==> src/rtl/id_stage.sv <==
// LC-3b decode stage: register file with write-through, immediate extender,
// and load-use hazard detection that freezes IF/ID and bubbles ID/EXE for one cycle.
module id_stage (
    input  logic        clk,
    input  logic        reset,
    input  logic        stall_in,
    input  logic        instr_valid,
    input  logic [15:0] instr,
    input  logic        wb_we,
    input  logic [2:0]  wb_dest,
    input  logic [15:0] wb_data,
    input  logic        exe_valid,
    input  logic        exe_is_load,
    input  logic [2:0]  exe_dest,
    output logic [15:0] sr1_out,
    output logic [15:0] sr2_out,
    output logic [15:0] sext_out,
    output logic        hazard_stall,
    output logic        bubble
);
    typedef enum logic {RUN, HOLD} state_t;

    localparam logic [3:0] OP_BR  = 4'b0000, OP_ADD = 4'b0001, OP_LDB = 4'b0010,
                           OP_STB = 4'b0011, OP_JSR = 4'b0100, OP_AND = 4'b0101,
                           OP_LDR = 4'b0110, OP_STR = 4'b0111, OP_NOT = 4'b1001,
                           OP_LDI = 4'b1010, OP_STI = 4'b1011, OP_JMP = 4'b1100,
                           OP_SHF = 4'b1101, OP_LEA = 4'b1110, OP_TRAP = 4'b1111;

    state_t            state;
    logic [7:0][15:0]  regs;
    logic [3:0]        opcode;
    logic [2:0]        sr1_addr, sr2_addr;
    logic              is_store, sr1_used, sr2_used, hz;

    assign opcode   = instr[15:12];
    assign is_store = (opcode == OP_STR) || (opcode == OP_STB) || (opcode == OP_STI);
    assign sr1_addr = instr[8:6];
    assign sr2_addr = is_store ? instr[11:9] : instr[2:0];

    // Reads are forced to zero while in reset so the outputs never expose stale contents.
    always_comb begin
        sr1_out = regs[sr1_addr];
        sr2_out = regs[sr2_addr];
        if (wb_we && wb_dest == sr1_addr) sr1_out = wb_data;
        if (wb_we && wb_dest == sr2_addr) sr2_out = wb_data;
        if (reset) begin
            sr1_out = 16'h0000;
            sr2_out = 16'h0000;
        end
    end

    always_comb begin
        sext_out = 16'h0000;
        case (opcode)
            OP_ADD, OP_AND: sext_out = {{11{instr[4]}}, instr[4:0]};
            OP_LDR, OP_STR: sext_out = {{9{instr[5]}}, instr[5:0], 1'b0};
            OP_LDB, OP_STB: sext_out = {{10{instr[5]}}, instr[5:0]};
            OP_BR, OP_LEA:  sext_out = {{6{instr[8]}}, instr[8:0], 1'b0};
            OP_JSR:         if (instr[11]) sext_out = {{4{instr[10]}}, instr[10:0], 1'b0};
            OP_SHF:         sext_out = {12'h000, instr[3:0]};
            OP_TRAP:        sext_out = {7'h00, instr[7:0], 1'b0};
            default:        sext_out = 16'h0000;
        endcase
    end

    always_comb begin
        case (opcode)
            OP_ADD, OP_AND, OP_NOT, OP_SHF, OP_LDR, OP_LDB, OP_LDI,
            OP_STR, OP_STB, OP_STI, OP_JMP: sr1_used = 1'b1;
            OP_JSR:                         sr1_used = ~instr[11];
            default:                        sr1_used = 1'b0;
        endcase
        sr2_used = (((opcode == OP_ADD) || (opcode == OP_AND)) && !instr[5]) || is_store;
        hz = instr_valid && exe_valid && exe_is_load &&
             ((sr1_used && exe_dest == sr1_addr) || (sr2_used && exe_dest == sr2_addr));
    end

    // The hazard is only honoured in RUN; HOLD is the single penalty cycle.
    assign hazard_stall = !reset && state == RUN && hz && !stall_in;
    assign bubble       = hazard_stall;

    always_ff @(posedge clk) begin
        if (reset) begin
            state <= RUN;
            regs  <= '0;
        end else begin
            if (wb_we) regs[wb_dest] <= wb_data;
            if (!stall_in) begin
                case (state)
                    RUN:     if (hz) state <= HOLD;
                    HOLD:    state <= RUN;
                    default: state <= RUN;
                endcase
            end
        end
    end
endmodule
==> config.mk <==
export PLATFORM = sky130hd
export DESIGN_NAME = id_stage
export DESIGN_NICKNAME = d
export VERILOG_FILES = /design/src/rtl/id_stage.sv
export SDC_FILE = /design/constraint.sdc
export NUM_CORES = 1
export LEC_CHECK = 0
export BUFFER_PORTS_ARGS = -buffer_cell sky130_fd_sc_hd__buf_2
export CORE_MARGIN = 5
export CORE_UTILIZATION = 55
export DETAILED_ROUTE_END_ITERATION = 16
export PLACE_DENSITY = 0.8
export SLEW_MARGIN = 20
export SYNTH_ARGS = -nofsm -noshare
export SYNTH_HDL_FRONTEND = slang
export SYNTH_SLANG_ARGS = --single-unit
==> constraint.sdc <==
create_clock -name clk -period 2.6 [get_ports clk]
set_input_delay 0.26 -clock clk [delete_from_list [all_inputs] [get_ports clk]]
set_output_delay 0.26 -clock clk [all_outputs]
set_load 0.1 [all_outputs]
==> flow_metrics.tcl <==
set metrics [dict create \
    status "finished clean" \
    largest_net_degree_at_the_start_of_global_routing 99 \
    globalRoute.totalOverflow 0 \
    worst_path_dominant_cell_family "compound AO/OA/AOI/OAI gates" \
    clockBufferDepth 2 \
    core_region_area_um2 13200 \
    portBuffers 94 \
    design.final.nets 1031 \
    dieWidth_um 126 \
    start_kind "primary input" \
    grt_pass1_wl_um 39800 \
    whs_ns 0.164 \
    synth-seq-cells 129 \
    max-slew-margin-rel_pct 36.4 \
    synth_cells 915 \
    drive_above_1_share_pct 24.9 \
    die_h_um 126 \
    biggest_area_consumer_among_synthesized_cells "dfxtp_1" \
    timing.critical_path.to_type "output pin" \
    postSynthAreaPerCell_um2 8.14 \
    cp_data_required_time_ns 2.34 \
    final_min_period_over_clock_period_pct 97.9 \
    grt_pass1_vias 7457 \
    yosysWarningCount 0 \
    dp_hpwl_um 16100 \
    syn_to_final_growth_pct 28.4 \
    detail_route.first_pass.iterations 8 \
    crit_path_frequent_cell "buf_12" \
    max_cap_violations 0 \
    timing.critical_path.fanout_max 11 \
    worstPathArrival_ns 2.29 \
    power.ir.vdd_worst_uv 599 \
    finalWorstSetupSlack_ns 0.0546 \
    worst-path-buf-inv 3 \
    synth.yosys.seq_area_share_pct 34.7 \
    netlist_area_um2 7450 \
    global_route_usage_sum_pct 31.3 \
    clkLatencyLatePin_ns 0.42 \
    h-tree-depth 4 \
    initial_utilization_pct 56.2 \
    numCtsBuffers 17 \
    layout_commonest_cell "nand2_1" \
    detail_route.drc_violations 0 \
    synth_cell_types 47 \
    worstPathCellList "buf_2 -> a21boi_4 -> nand2_4 -> a31oi_2 -> buf_12 -> o22ai_1 -> o221a_2 -> buf_12" \
    timing_worst_slew_pin_value_ns 0.951 \
    clock.fmax_mhz 393 \
    average_via_count_per_standard_cell 6.66 \
    time_the_worst_path_needs_with_i_o_delays_and_setup_ns 2.55 \
    synth_largest_type_area_fraction_pct 34.7 \
    syn-num-nets 960 \
    static-leakage-power_uw 0.00351 \
    detail_route.wl_per_cell_um 22.3 \
    gp_congestion 0.921 \
    post_synth_main_area_contributors "dfxtp_1, nand2_1, mux2i_1, mux4_2, a21oi_1" \
    first_iter_violations 1228 \
    numClockSinks 129 \
    cts_tree "done" \
    detail-route-antenna-nets 0 \
    finalSetupViolCount 0 \
    diodes 0 \
    clk_root_buffer_cell "clkbuf_16" \
    dieArea_um2 16000 \
    ys.flop_type "dfxtp_1" \
    timing.setup.critical_path_class "in2out" \
    power-per-cell-area_nw_per_um2 577 \
    placement_rows 42 \
    ports 95 \
    num_vias 7825 \
    timing_max_transition_violations_final 0 \
    finClkSkew_ns 0 \
    hold_viol 0 \
    final_cell_mix "nand2_1, a21oi_1, dfxtp_1" \
    cp_slowest_stage_delay_ns 0.61 \
    clk_pin_slew_worst_paths_ns 0.06 \
    synth_enable_flop_cells 0 \
    asyncSetResetFlopFracSynth_pct 0 \
    critPathSlowestCell "a31oi_2" \
    totalWireLength_um 26200 \
    dp_worst_slack_ns 0.00640 \
    worst_hold_path_type "in2reg" \
    number_of_antenna_violations_at_the_first_check_in_global_routing 0 \
]
-- sequential cells by signal, indices dropped and copies added (netlist names) --
name	count
state	1
regs	128
-- cells by family after synthesis --
family	Yosys count	synth area share (%)
AND/OR/NAND/NOR	329	17.3
AO/OA/AOI/OAI	236	20.1
flip-flops	129	34.7
buffers and inverters	101	6.47
XOR/XNOR	8	0.941
multiplexers	112	20.4
-- worst reg2reg max path, cell delays in order, from the launching register on --
cell and delay (ns):
dfxtp_1 0.31, nor3_1 0.36, nand2_1 0.08, o21ai_0 0.09, a21o_1 0.10
-- stage by stage --
stage	instances	cell area [um^2]	power (uW)	utilization, %	setup TNS [ns]
after floorplan	915	7680	2920	-	-1.79
after global placement	1139	8910	3230	67.3	0
after detailed placement	1139	8910	3250	67.3	0
after CTS	1171	9470	5460	71.5	-0.00280
after global routing	1175	9560	5660	72.2	-0.0354
final	1175	9560	5520	72.2	0
-- routing by layer --
metal / track usage, % / vias to the layer above / part of all wire, %
met1: 39.9 / 3676 / 36
met4: 17.1 / 0 / 5.4
met2: 49.6 / 641 / 46
met5: 0 / - / 0
met3: 6.77 / 145 / 12
li1: - / 3363 / -
-- final timing paths --
kind	from	to	slack (ns)	cells after the start
setup / recovery	instr[13]	sr2_out[6]	0.05	8
hold / removal	wb_data[1]	regs[65]$_SDFFE_PP0P_	0.16	3
setup reg to reg	state$_SDFFE_PP0N_	state$_SDFFE_PP0N_	1.63	4
hold reg to reg	regs[98]$_SDFFE_PP0P_	regs[98]$_SDFFE_PP0P_	0.47	2
-- report_power, final --
part	switching, uW	leakage, uW	total (uW)	internal, uW
Clock	925	0.000265	2260	1330
Combinational	814	0.00221	1210	392
Sequential	34.1	0.00104	2050	2020
Total	1770	0.00351	5520	3750
-- area by class of cell --
type                            instances  area [um^2]
Multi-Input combinational cell        685         4640
Fill cell                             939         3680
Sequential cell                       129         2580
Timing Repair Buffer                  142         1520
Clock buffer                           19          443
Tap cell                              176          220
Clock inverter                         13          115
Inverter                               11         41.3
-- synthesized netlist by cell type, types with 2 or more instances --
| cell | count |
|---|---|
| o221a_1 | 15 |
| inv_1 | 11 |
| a21o_1 | 4 |
| a31oi_1 | 5 |
| buf_4 | 6 |
| o22a_1 | 2 |
| nand2b_1 | 3 |
| buf_1 | 2 |
| dfxtp_1 | 129 |
| xnor2_1 | 7 |
| nand3_1 | 8 |
| a222oi_1 | 2 |
| o21a_1 | 2 |
| nor2_1 | 28 |
| buf_8 | 2 |
| nor3_1 | 6 |
| nand2_1 | 272 |
| clkbuf_1 | 56 |
| a22o_1 | 3 |
| mux4_2 | 32 |
| a21oi_1 | 134 |
| buf_6 | 4 |
| a211oi_1 | 16 |
| o21ai_0 | 12 |
| nor2b_1 | 2 |
| nand4_1 | 5 |
| o22ai_1 | 15 |
| a311oi_1 | 2 |
| mux2i_1 | 80 |
| o221ai_1 | 15 |
| buf_2 | 19 |
-- timing repair --
| action | 4_1_cts | 5_1_grt |
|---|---|---|
| gates resized for setup | 0 | 2 |
| gates cloned | 0 | 2 |
| buffers inserted | 0 | 2 |
| hold buffers | 0 | 0 |
| pin swaps | 0 | 3 |
| endpoints found under the setup margin | 1 | 14 |
Power figures use the tool's default switching activity.
